$ cat config.mk
export PLATFORM = sky130hd
export DESIGN_NAME = mac_seq_ctrl
export DESIGN_NICKNAME = d
export VERILOG_FILES = /design/src/rtl/mac_ctrl_pkg.sv /design/src/rtl/mac_seq_ctrl.sv
export SDC_FILE = /design/constraint.sdc
export NUM_CORES = 1
export LEC_CHECK = 0
export CAP_MARGIN = 10
export CORE_UTILIZATION = 32
export CTS_CLUSTER_SIZE = 28
export DETAILED_ROUTE_END_ITERATION = 6
export PLACE_DENSITY_LB_ADDON = 0.12
export SETUP_SLACK_MARGIN = 0.2
export SLEW_MARGIN = 20
export SYNTH_ARGS = -nofsm -noshare
export SYNTH_HDL_FRONTEND = slang
export SYNTH_SLANG_ARGS = --single-unit
$ cat constraint.sdc
create_clock -name MAC_ACC_CLK -period 1.8 [get_ports MAC_ACC_CLK]
set_clock_uncertainty 0.15 [all_clocks]
set_input_delay 0.36 -clock MAC_ACC_CLK [delete_from_list [all_inputs] [get_ports MAC_ACC_CLK]]
set_output_delay 0.36 -clock MAC_ACC_CLK [all_outputs]
set_load 0.05 [all_outputs]
$ cat src/rtl/mac_ctrl_pkg.sv
// mac_ctrl_pkg: shared state encoding and constants for the MAC sequencer
package mac_ctrl_pkg;
    typedef enum logic [1:0] {IDLE, RUN, CAPT, RESULT} state_t;
    localparam int OUT_SEL_MAX = 24;
    localparam int NTAP_W_DEF  = 6;
endpackage

$ cat src/rtl/mac_seq_ctrl.sv
// mac_seq_ctrl: sequences one N-tap dot product per command on the eFPGA math-block MAC
module mac_seq_ctrl
    import mac_ctrl_pkg::*;
#(
    parameter int NTAP_W = NTAP_W_DEF
) (
    input  logic              MAC_ACC_CLK,
    input  logic              acc_ff_rstn,
    input  logic              i_start,
    output logic              o_start_ready,
    input  logic [NTAP_W-1:0] i_len_m1,
    input  logic [5:0]        i_out_sel,
    input  logic              i_rnd_en,
    input  logic              i_sat_en,
    input  logic              i_tc,
    input  logic              i_abort,
    input  logic              i_op_valid,
    output logic              o_op_ready,
    input  logic [15:0]       i_op_data,
    output logic [NTAP_W-1:0] o_coef_addr,
    input  logic [15:0]       i_coef_rdata,
    output logic [15:0]       o_mac_oper_data,
    output logic [15:0]       o_mac_coef_data,
    output logic              o_mac_clk_en,
    output logic              o_mac_acc_clear,
    output logic              o_mac_acc_rnd,
    output logic              o_mac_acc_sat,
    output logic              o_mac_tc,
    output logic [5:0]        o_mac_out_sel,
    input  logic [15:0]       i_mac_out,
    output logic              o_res_valid,
    input  logic              i_res_ready,
    output logic [15:0]       o_res_data,
    output logic              o_busy
);
    state_t            r_state, w_state_nxt;
    logic [NTAP_W-1:0] r_tap, w_tap_nxt, r_len_m1;
    logic [5:0]        r_out_sel;
    logic              r_rnd_en, r_sat_en, r_tc;
    logic [15:0]       r_res_data;
    logic              w_start_acc, w_first;

    assign w_start_acc     = i_start && (r_state == IDLE);
    assign o_start_ready   = r_state == IDLE;
    assign o_busy          = r_state != IDLE;
    assign o_op_ready      = r_state == RUN;
    assign o_res_valid     = r_state == RESULT;
    assign o_res_data      = r_res_data;
    assign o_mac_clk_en    = o_op_ready && i_op_valid;
    assign w_first         = o_mac_clk_en && (r_tap == '0);
    assign o_mac_acc_clear = w_first && !r_rnd_en;
    assign o_mac_acc_rnd   = w_first && r_rnd_en;
    assign o_mac_out_sel   = r_out_sel;
    assign o_mac_acc_sat   = r_sat_en;
    assign o_mac_tc        = r_tc;
    assign o_mac_oper_data = i_op_data;
    assign o_mac_coef_data = i_coef_rdata;
    // The RAM has one cycle of latency, so it is addressed with the tap about to be consumed.
    assign o_coef_addr     = w_tap_nxt;

    always_comb begin
        w_state_nxt = r_state;
        w_tap_nxt   = r_tap;
        case (r_state)
            IDLE: begin
                w_tap_nxt = '0;
                if (i_start) w_state_nxt = RUN;
            end
            RUN: if (i_op_valid) begin
                w_tap_nxt = (r_tap == r_len_m1) ? '0 : r_tap + 1'b1;
                if (r_tap == r_len_m1) w_state_nxt = CAPT;
            end
            CAPT:    w_state_nxt = RESULT;
            RESULT:  if (i_res_ready) w_state_nxt = IDLE;
            default: w_state_nxt = IDLE;
        endcase
        if (i_abort && r_state != IDLE) begin
            w_state_nxt = IDLE;
            w_tap_nxt   = '0;
        end
    end

    always_ff @(posedge MAC_ACC_CLK or negedge acc_ff_rstn) begin
        if (!acc_ff_rstn) begin
            r_state    <= IDLE;
            r_tap      <= '0;
            r_len_m1   <= '0;
            r_out_sel  <= '0;
            r_rnd_en   <= 1'b0;
            r_sat_en   <= 1'b0;
            r_tc       <= 1'b0;
            r_res_data <= '0;
        end else begin
            r_state <= w_state_nxt;
            r_tap   <= w_tap_nxt;
            if (w_start_acc) begin
                r_len_m1  <= i_len_m1;
                // Offsets past the accumulator's top window are pinned to the highest legal one.
                r_out_sel <= (i_out_sel > 6'(OUT_SEL_MAX)) ? 6'(OUT_SEL_MAX) : i_out_sel;
                r_rnd_en  <= i_rnd_en;
                r_sat_en  <= i_sat_en;
                r_tc      <= i_tc;
            end
            if (r_state == CAPT && !i_abort) r_res_data <= i_mac_out;
        end
    end
endmodule

==> metrics.md, run 1 <==
| Metric | Value |
|---|---|
| Antenna diode count | 0 |
| Setup CP Type | input port to output port |
| GPL Wtd Cong | 0.797 |
| H-Tree Level Count | 2 |
| Standard-cell row count | 28 |
| Via count of the first global-routing pass | 1,635 |
| Deepest clock path buffer count | 2 |
| Fraction of post-synthesis cell area in the top cell type by area | 47.6% |
| Worst vdd ir | 0.00109 V |
| Proportion of power drawn by flip-flops and latches | 23.3% |
| Worst min-delay path category | flop to flop |
| Relative slew slack | 65.8% |
| First-pass GRT wire length | 8420 um |
| Pwr Density | 1780 nW/um^2 |
| Total negative slack for setup checks | -4890 ps |
| Top-level port count | 138 |
| Number of nets in the layout | 354 |
| Worst-margin pin slew | 513 ps |
| Post-route non-filler standard cell count | 355 |
| Filler Cells Inserted | 502 |
| Synthesized area divided by synthesized cell count | 11.0 um^2 |
| Share of the clock period used by the worst path | 135% |
| Endpoint kind of the worst setup timing path | output port |
| Count of maximum capacitance violations | 0 |
| Status | finished, violations left |
| Worst hold path cell count | 1 |
| Seq/Total Area, Yosys | 47.6% |
| Via count | 1,639 |
| Post-synthesis instance total | 186 |
| Final worst setup slack | -626 ps |
| Count of final setup violators | 15 |
| Layout Area Growth over Synthesis | 79.0% |
| Number of buffers created by CTS | 5 |
| Number of nets produced by synthesis | 261 |
| Width of the chip | 82.0 um |
| Routed WL per cell | 15.9 um |
| # DRC | 0 |
| Count of TritonRoute iterations in the first routing pass | 4 |
| Clock latency of the later-clocked register in the worst-skew pair | 290 ps |
| Reported leakage power | 1.60 nW |
| Portion of total power attributed to the clock network | 8.8% |
| Leading cell types by total area after synthesis | sky130_fd_sc_hd__dfrtp_1 48%, sky130_fd_sc_hd__mux2_1 14%, sky130_fd_sc_hd__buf_4 12% |
| Initial core utilization | 33.8% |
| Crit. Startpoint | i_op_valid |
| Cell Int Power | 3.60 mW |
| Core Box Area | 6060 um^2 |
| Switching component of the power | 2.95 mW |
| Total die area | 6730 um^2 |
| Share of total power in combinational logic | 67.9% |
| F_max | 412 MHz |
| Unrepaired setup endpoints after global routing | yes |
| Count of clock tree sinks | 39 |
| Startpoint type of the worst setup path | input port |
| Highest net fanout along the worst path | 3 |
| Number of storage elements in the synthesis netlist | 39 |
| Clock-pin slew reported for the worst setup and hold paths after clock tree synthesis | 70 ps |
| Detailed Route WL | 5630 um |
| Violated checks | negative setup slack |
| Netlist area before placement | 2050 um^2 |
| Number of cells after detailed placement | 325 |
| Place WS | -557 ps |
| DR vias/cell | 4.62 |
| Hold Fails Final Rpt | 0 |
| Largest area contributor in the netlist | sky130_fd_sc_hd__dfrtp_1 |
| Most common library cell in the layout ignoring fill and taps | sky130_fd_sc_hd__buf_4 |
| Largest net degree at the start of global routing | 40 |
| Floorplan die height | 82.0 um |
| Switching share of total power | 45.1% |
| Final HPWL DP | 3800 um |
| Antenna Nets Post-Route | 0 |
| Highest-count cells in the layout ignoring fill and taps | 48 x sky130_fd_sc_hd__buf_4, 36 x sky130_fd_sc_hd__dfrtp_1, 35 x sky130_fd_sc_hd__clkdlybuf4s50_1 |
| Layout cells sized above 1 | 54.3% |
| Number of unique standard cell types used by synthesis | 27 |
| Launching point of the worst reg2reg path | r_state[0] |
| Global-route congestion overflow total | 0 |
| Post-route minimum period | 2430 ps |
| CP required | 1290 ps |
| Cells on worst reg2reg path | 8 |
| Yosys warns | 0 |
| Critical Path AT | 1920 ps |
| Final number of max-transition violations | 0 |
| Initial antenna violation count | 0 |
| Count of input and output buffers | 73 |
| Min-Delay Startpoint | o_mac_out_sel[5] |
| Starting DRT DRC Count | 35 |
| Root buffer cell | sky130_fd_sc_hd__clkbuf_8 |
| Total GRT Usage | 17.4% |
| Clock tree from TritonCTS | built |
==> cells in the mapped netlist (all sizes together) <==
cell type	instances
a21oi	4
o31ai	1
mux2	25
nor2	8
nor3	2
xnor2	9
buf	35
nand3	2
o21ai	7
o211ai	3
inv	9
a211oi	3
and2	1
clkbuf	1
mux2i	2
nor4	2
nand2	20
o221ai	2
dfrtp	39
nor2b	3
nand4	1
nand2b	1
ha	6
==> power groups by stage <==
stage / clock [mW] / sequential (mW) / combinational [mW]
floorplan: 0 / 2.38 / 1.50
global placement: 0 / 1.48 / 3.52
detailed placement: 0 / 1.50 / 3.53
CTS: 0.598 / 1.52 / 4.19
global route: 0.639 / 1.57 / 4.67
finish: 0.579 / 1.53 / 4.44
==> timing repair <==
item | 4_1_cts | 5_1_grt
pin swaps | 10 | 8
setup endpoints to repair | 50 | 52
buffers inserted | 8 | 10
hold buffers | 1 | 0
gates cloned | 3 | 0
gates resized for setup | 58 | 19
hold endpoints to repair | 15 | 0
==> cell type report <==
cell class	count	area (um^2)	area share (%)
tap	75	93.8	2.56
timing repair buffer	122	1310	35.8
inverter	9	50.0	1.36
sequential	39	980	26.7
clock inverter	1	5.00	0.136
multi-input combinational	102	1150	31.3
clock buffer	7	76.3	2.08
==> flip-flops by register name, indices dropped and copies added (netlist names) <==
| name | count |
|---|---|
| o_mac_acc_sat | 1 |
| o_mac_out_sel | 6 |
| o_mac_tc | 1 |
| o_res_data | 16 |
| r_len_m1 | 6 |
| r_rnd_en | 1 |
| r_state | 2 |
| r_tap | 6 |
==> worst paths after layout <==
path                       slack, ps               end
max                             -630    o_coef_addr[5]
min                              340  o_mac_out_sel[5]
max reg2reg                      -70          r_tap[5]
min reg2reg                      340  o_mac_out_sel[5]
max in group asynchronous        600        r_state[0]
min in group asynchronous        510          r_tap[2]
==> through the flow <==
step / area, um^2 / utilization, % / total power, mW / hold slack (ps)
floorplan: 2200 / - / 3.88 / -85.6
global placement: 3020 / 49.9 / 5.00 / 314
detailed placement: 3020 / 49.9 / 5.03 / 311
CTS: 3500 / 57.8 / 6.30 / 343
global route: 3670 / 60.5 / 6.88 / 373
finish: 3670 / 60.5 / 6.55 / 338
==> cell families (layout without fill, tap and decap cells) <==
| group | after synthesis | after routing | share of synthesized area (%) |
|---|---|---|---|
| buffers and inverters | 45 | 139 | 14.3 |
| DFF | 39 | 39 | 47.6 |
| AOI/OAI and AO/OA | 20 | 20 | 7.02 |
| xor gates and xnor gates | 9 | 9 | 3.85 |
| adders and majority gates | 6 | 6 | 3.66 |
| and+or+nand+nor | 40 | 40 | 8.85 |
| muxes | 27 | 27 | 14.7 |
==> per-layer routing <==
metal | GRT usage, % | part of all wire, % | up-vias
met5 | 0 | 0 | -
met4 | 8.60 | 3.1 | 0
met3 | 5.44 | 7.5 | 22
met2 | 29.2 | 51 | 73
met1 | 19.9 | 39 | 770
li1 | - | - | 774
==> worst max-delay path, stage by stage <==
cell and delay, ps:
sky130_fd_sc_hd__clkdlybuf4s50_1 620, sky130_fd_sc_hd__o211ai_1 200, sky130_fd_sc_hd__nor3_2 210, sky130_fd_sc_hd__xnor2_2 100
sky130_fd_sc_hd__a211oi_4 250, sky130_fd_sc_hd__buf_12 180
Note: power is estimated with default switching activity, not from simulation.
==> run 2, diff against run 1 <==
--- a/config.mk
+++ b/config.mk
@@ -6,9 +6,10 @@
 export NUM_CORES = 1
 export LEC_CHECK = 0
 export CAP_MARGIN = 10
-export CORE_UTILIZATION = 32
+export CORE_UTILIZATION = 35
 export CTS_CLUSTER_SIZE = 28
 export DETAILED_ROUTE_END_ITERATION = 6
+export DONT_BUFFER_PORTS = 1
 export PLACE_DENSITY_LB_ADDON = 0.12
 export SETUP_SLACK_MARGIN = 0.2
 export SLEW_MARGIN = 20
==> metrics.md, run 2 (same netlist as run 1, synthesis figures left out) <==
| Metric | Value |
|---|---|
| Initial core utilization | 36.8% (+3.0 points) |
| Flip-flop count of the largest register, all copies and words added | 16 (unchanged) |
| Count of final setup violators | 44 (+29) |
| Clock latency of the later-clocked register in the worst-skew pair | 300 ps (about the same) |
| Critical path, cell by cell | inv_2, ha_4, o211ai_1, nor2_1, xnor2_1, a211oi_4, buf_12 |
| CP required | 1290 ps (about the same) |
| Total die area | 6170 um^2 (-8.4%) |
| Filler Cells Inserted | 457 (-9.0%) |
| GPL Wtd Cong | 0.766 (-3.9%) |
| Setup CP Type | flop to output port |
| Highest cell delay on the worst timing path | 410 ps (-210 ps) |
| Clock-pin slew reported for the worst setup and hold paths after clock tree synthesis | 90 ps (+20 ps) |
| Layout Area Growth over Synthesis | 57.1% |
| H-Tree Level Count | 2 (unchanged) |
| Count of buffering cells on the critical path with inverters included | 2 (unchanged) |
| Floorplan die height | 78.5 um (-4.3%) |
| Deepest clock path buffer count | 2 (unchanged) |
| DR vias/cell | 4.95 (+7.2%) |
| Count of clock tree sinks | 39 (unchanged) |
| Via count | 1,455 (-11%) |
| Hold Fails Final Rpt | 0 (unchanged) |
| Pwr Density | 2000 nW/um^2 (+12%) |
| Core Box Area | 5570 um^2 (-8.0%) |
| Worst-margin pin slew | 517 ps (+3.82 ps) |
| Startpoint type of the worst setup path | flop |
| Delay-heaviest family, CP | compound AO/OA/AOI/OAI gates |
| F_max | 420 MHz (+1.9%) |
| Number of nets in the layout | 296 (-16%) |
| Critical Path AT | 1870 ps (-50 ps) |
| Most common library cell in the layout ignoring fill and taps | sky130_fd_sc_hd__dfrtp_1 |
| Final number of max-transition violations | 0 (unchanged) |
| Number of buffers created by CTS | 5 (unchanged) |
| Root buffer cell | sky130_fd_sc_hd__clkbuf_8 |
| Share of the clock period used by the worst path | 132% (-2.5 points) |
| Width of the chip | 78.5 um (-4.3%) |
| Count of TritonRoute iterations in the first routing pass | 5 (+1) |
| Endpoint kind of the worst setup timing path | output port |
| Largest net degree at the start of global routing | 40 (unchanged) |
| Reported leakage power | 1.41 nW (-12%) |
| # DRC | 0 (unchanged) |
| Final HPWL DP | 3520 um (-7.3%) |
| Unrepaired setup endpoints after global routing | yes |
| DP Area | 2410 um^2 (-20%) |
| Routed WL per cell | 18.0 um (+13%) |
| Status | finished, violations left |
| Total negative slack for setup checks | -6790 ps (-1900 ps) |
| Antenna diode count | 0 (unchanged) |
| Via count of the first global-routing pass | 1,593 (-2.6%) |
| Starting DRT DRC Count | 48 (+37%) |
| Top-level port count | 138 (unchanged) |
| Launching point of the worst reg2reg path | r_state[0] |
| Global-route congestion overflow total | 0 (unchanged) |
| Total GRT Usage | 17.8% (+0.38 points) |
| Antenna Nets Post-Route | 0 (unchanged) |
| Post-Layout Inst Area | 3220 um^2 (-12%) |
| Detailed Route WL | 5280 um (-6.2%) |
| Relative slew slack | 65.5% (-0.25 points) |
| Layout cells sized above 1 | 66.7% (+12 points) |
| Clock tree from TritonCTS | built |
| CP max stage cell | sky130_fd_sc_hd__dfrtp_2 |
| Worst vdd ir | 0.00102 V (-6.7%) |
| Count of input and output buffers | 0 (-100%) |
| Highest net fanout along the worst path | 3 (unchanged) |
| First-pass GRT wire length | 8290 um (-1.6%) |
| Final worst setup slack | -580 ps (+45.5 ps) |
| Initial antenna violation count | 0 (unchanged) |
| Overall power consumption | 6.44 mW (-1.6%) |
| Count of maximum capacitance violations | 0 (unchanged) |
| Standard-cell row count | 27 (-3.6%) |
| Min-Delay Startpoint | i_mac_out[10] |
| Post-route minimum period | 2380 ps (-45.5 ps) |
| Highest-count cells in the layout ignoring fill and taps | 37 x sky130_fd_sc_hd__dfrtp_1, 27 x sky130_fd_sc_hd__buf_4, 25 x sky130_fd_sc_hd__mux2_4 |
| Crit. Startpoint | r_state[0] |
| Hold_ws | 48.4 ps (-289 ps) |
| Worst min-delay path category | input port to flop |
| Violated checks | negative setup slack |
[run 2: metal layers]
layer	GRT usage [%]	wire (um)	part of all wire [%]
met5	0	0	0
met4	4.63	36	0.68
met3	8.14	512	9.7
met2	29.8	2680	51
met1	20.3	2050	39
[run 2: repair_timing]
| action | in CTS | in global routing |
|---|---|---|
| endpoints found under the setup margin | 52 | 52 |
| pin swaps | 17 | 10 |
| resized for setup | 81 | 31 |
| gates cloned | 2 | 1 |
| hold buffers | 2 | 0 |
| buffers inserted | 12 | 8 |
| endpoints found under the hold margin | 39 | 0 |
[run 2: stage by stage]
stage               setup slack (ps)  util (%)  std cells
floorplan                       -548         -        186
global placement                -312      43.3        261
detailed placement              -366      43.3        261
CTS                             -600      53.7        285
global route                    -700      57.8        294
finish                          -580      57.8        294
[run 2: worst reg2reg max path, cell delays in order (launching register included)]
cell and delay [ps]:
sky130_fd_sc_hd__dfrtp_2 410, sky130_fd_sc_hd__inv_2 70, sky130_fd_sc_hd__ha_4 160, sky130_fd_sc_hd__buf_6 110, sky130_fd_sc_hd__buf_6 110, sky130_fd_sc_hd__inv_4 60, sky130_fd_sc_hd__buf_12 140, sky130_fd_sc_hd__o221ai_4 110
sky130_fd_sc_hd__o31ai_4 280, sky130_fd_sc_hd__mux2i_1 230
[run 2: report_power, final]
| part | internal [mW] | switching, mW | total (mW) |
|---|---|---|---|
| Combinational | 1.79 | 1.39 | 3.18 |
| Sequential | 1.23 | 1.26 | 2.50 |
| Clock | 0.421 | 0.346 | 0.767 |
[run 2: path summary, 6_finish.rpt]
| kind | depth (start not counted) | slack (ps) | end |
|---|---|---|---|
| worst max-delay path | 7 | -580 | o_coef_addr[4] |
| worst min-delay path | 1 | 50 | o_res_data[10] |
| worst max register to register | 9 | -100 | r_state[1] |
| worst min register to register | 1 | 430 | r_len_m1[5] |
| max in group asynchronous | 2 | 930 | r_state[0] |
| min in group asynchronous | 2 | 360 | r_tap[2] |
[run 2: layout make-up]
| type | count | area, um^2 | share of cell area [%] |
|---|---|---|---|
| well taps | 72 | 90.1 | 2.80 |
| multi-input cells | 102 | 1230 | 38.1 |
| repair buffers | 64 | 763 | 23.7 |
| clock inverters | 3 | 47.5 | 1.48 |
| clock buffers | 5 | 68.8 | 2.14 |
| flip-flops and latches | 39 | 978 | 30.4 |
| inverters | 9 | 43.8 | 1.36 |
==> run 3, diff against run 2 <==
--- a/config.mk
+++ b/config.mk
@@ -11,6 +11,7 @@
 export DETAILED_ROUTE_END_ITERATION = 6
 export DONT_BUFFER_PORTS = 1
 export PLACE_DENSITY_LB_ADDON = 0.12
+export REMOVE_ABC_BUFFERS = 1
 export SETUP_SLACK_MARGIN = 0.2
 export SLEW_MARGIN = 20
 export SYNTH_ARGS = -nofsm -noshare
==> metrics.md, run 3 (same netlist as run 1, synthesis figures left out) <==
| Metric | Value |
|---|---|
| Startpoint type of the worst setup path | flop |
| Post-route minimum period | 2360 ps (-20.0 ps) |
| Standard-cell row count | 27 (unchanged) |
| F_max | 424 MHz (+0.85%) |
| Final number of max-transition violations | 0 (unchanged) |
| Clock-pin slew reported for the worst setup and hold paths after clock tree synthesis | 80 ps (about the same) |
| Post-Layout Inst Area | 2730 um^2 (-15%) |
| Unrepaired setup endpoints after global routing | yes |
| Final worst setup slack | -560 ps (+20.0 ps) |
| Endpoint kind of the worst setup timing path | output port |
| Clock tree from TritonCTS | built |
| Initial core utilization | 36.8% (unchanged) |
| Highest net fanout along the worst path | 4 (+1) |
| Core Box Area | 5570 um^2 (unchanged) |
| GPL Wtd Cong | 0.742 (-3.1%) |
| Worst-margin pin slew | 510 ps (-7.37 ps) |
| Layout cells sized above 1 | 49.5% (-17 points) |
| Antenna Nets Post-Route | 0 (unchanged) |
| Count of maximum capacitance violations | 0 (unchanged) |
| Clock latency of the later-clocked register in the worst-skew pair | 290 ps (about the same) |
| Total die area | 6170 um^2 (unchanged) |
| DR vias/cell | 5.12 (+3.4%) |
| Setup CP Type | flop to output port |
| Reported leakage power | 1.20 nW (-15%) |
| Width of the chip | 78.5 um (unchanged) |
| Total GRT Usage | 20.3% (+2.6 points) |
| H-Tree Level Count | 2 (unchanged) |
| Relative slew slack | 66.0% (+0.49 points) |
| Final HPWL DP | 4130 um (+17%) |
| Hold_ws | 38.3 ps (-10.2 ps) |
| Hold Fails Final Rpt | 0 (unchanged) |
| DP Area | 2220 um^2 (-8.0%) |
| Worst min-delay path category | input port to flop |
| First-pass GRT wire length | 9010 um (+8.7%) |
| Starting DRT DRC Count | 56 (+17%) |
| Largest net degree at the start of global routing | 40 (unchanged) |
| Flip-flop count of the largest register, all copies and words added | 16 (unchanged) |
| Deepest clock path buffer count | 2 (unchanged) |
| Share of the clock period used by the worst path | 131% (-1.1 points) |
| Routed WL per cell | 20.9 um (+16%) |
| Detailed Route WL | 5930 um (+12%) |
| Layout Area Growth over Synthesis | 33.3% |
| Initial antenna violation count | 0 (unchanged) |
| Count of input and output buffers | 0 (unchanged) |
| Status | finished, violations left |
| CP required | 1290 ps (about the same) |
| Floorplan die height | 78.5 um (unchanged) |
| Number of nets in the layout | 286 (-3.4%) |
| Global-route congestion overflow total | 0 (unchanged) |
| Violated checks | negative setup slack |
| Worst vdd ir | 0.00109 V (+7.1%) |
| Antenna diode count | 0 (unchanged) |
| Via count | 1,454 (-0.069%) |
| Count of clock tree sinks | 39 (unchanged) |
| Count of final setup violators | 13 (-70%) |
| Most common library cell in the layout ignoring fill and taps | sky130_fd_sc_hd__dfrtp_1 |
| Critical Path AT | 1850 ps (-20 ps) |
| # DRC | 0 (unchanged) |
| Via count of the first global-routing pass | 1,601 (+0.50%) |
| Pwr Density | 2010 nW/um^2 (+0.49%) |
| Top-level port count | 138 (unchanged) |
| Highest-count cells in the layout ignoring fill and taps | 39 x sky130_fd_sc_hd__dfrtp_1, 26 x sky130_fd_sc_hd__buf_4, 19 x sky130_fd_sc_hd__nand2_1, 19 x sky130_fd_sc_hd__buf_6, 16 x sky130_fd_sc_hd__mux2_4 |
| Number of buffers created by CTS | 5 (unchanged) |
| Root buffer cell | sky130_fd_sc_hd__clkbuf_8 |
| Count of TritonRoute iterations in the first routing pass | 4 (-1) |
run 3: cell count changes in the layout (fill, tap and decap cells not counted), sizes merged:
cell and delta:
buf -9, bufinv -1, clkinvlp +1, inv -1
run 3: through the flow:
step / std cells / TNS (ps) / util, % / setup slack (ps) / total power, mW
floorplan: 150 / -28180 / - / -1930 / 3.43
global placement: 262 / -1600 / 39.9 / -255 / 4.08
detailed placement: 262 / -2330 / 39.9 / -321 / 4.15
CTS: 281 / -5020 / 48.0 / -549 / 5.43
global route: 284 / -7100 / 49.0 / -657 / 5.79
finish: 284 / -5510 / 49.0 / -560 / 5.50
run 3: final timing paths:
kind / cells after the start / slack [ps] / endpoint / from
worst max register to register: 12 / -440 / r_state[1] / r_state[0]
worst max-delay path: 6 / -560 / o_coef_addr[4] / r_state[0]
worst min register to register: 1 / 370 / r_len_m1[2] / r_len_m1[2]
min in group asynchronous: 2 / 390 / r_tap[5] / acc_ff_rstn
worst min-delay path: 2 / 40 / o_mac_out_sel[0] / i_out_sel[0]
max in group asynchronous: 2 / 910 / r_tap[1] / acc_ff_rstn
run 3: what timing repair did:
action                     in CTS  in global routing
pin swaps                      13                  3
gates resized for setup        65                  7
setup buffers                   8                  3
hold buffers                    2                  0
setup endpoints to repair      46                 51
cloned                          1                  0
hold endpoints to repair       39                  0
run 3: final cells by class:
| cell class | count | area, um^2 |
|---|---|---|
| inverter | 9 | 38.8 |
| clock inverter | 2 | 12.5 |
| multi-input combinational | 102 | 966 |
| fill | 516 | 2840 |
| clock buffer | 6 | 72.6 |
| timing repair buffer | 54 | 577 |
| sequential | 39 | 976 |
| tap | 72 | 90.1 |
run 3: per-layer routing:
layer | vias to the layer above | share of wire [%] | GRT usage (%)
li1 | 638 | - | -
met1 | 713 | 44 | 26.1
met2 | 97 | 43 | 27.5
met3 | 6 | 13 | 12.8
met4 | 0 | 0.61 | 5.56
met5 | - | 0 | 5.45
run 3: report_power, final:
part	switching [mW]	internal (mW)	leakage, nW
registers	1.21	1.23	0.482
logic	1.13	1.34	0.676
clock network	0.314	0.271	0.0412
run 3: critical path, cell delays in order (launching register included):
cell	delay, ps
sky130_fd_sc_hd__dfrtp_1	420
sky130_fd_sc_hd__ha_2	230
sky130_fd_sc_hd__o211ai_1	290
sky130_fd_sc_hd__nor2_1	100
sky130_fd_sc_hd__xnor2_1	150
sky130_fd_sc_hd__a211oi_2	190
sky130_fd_sc_hd__buf_6	200
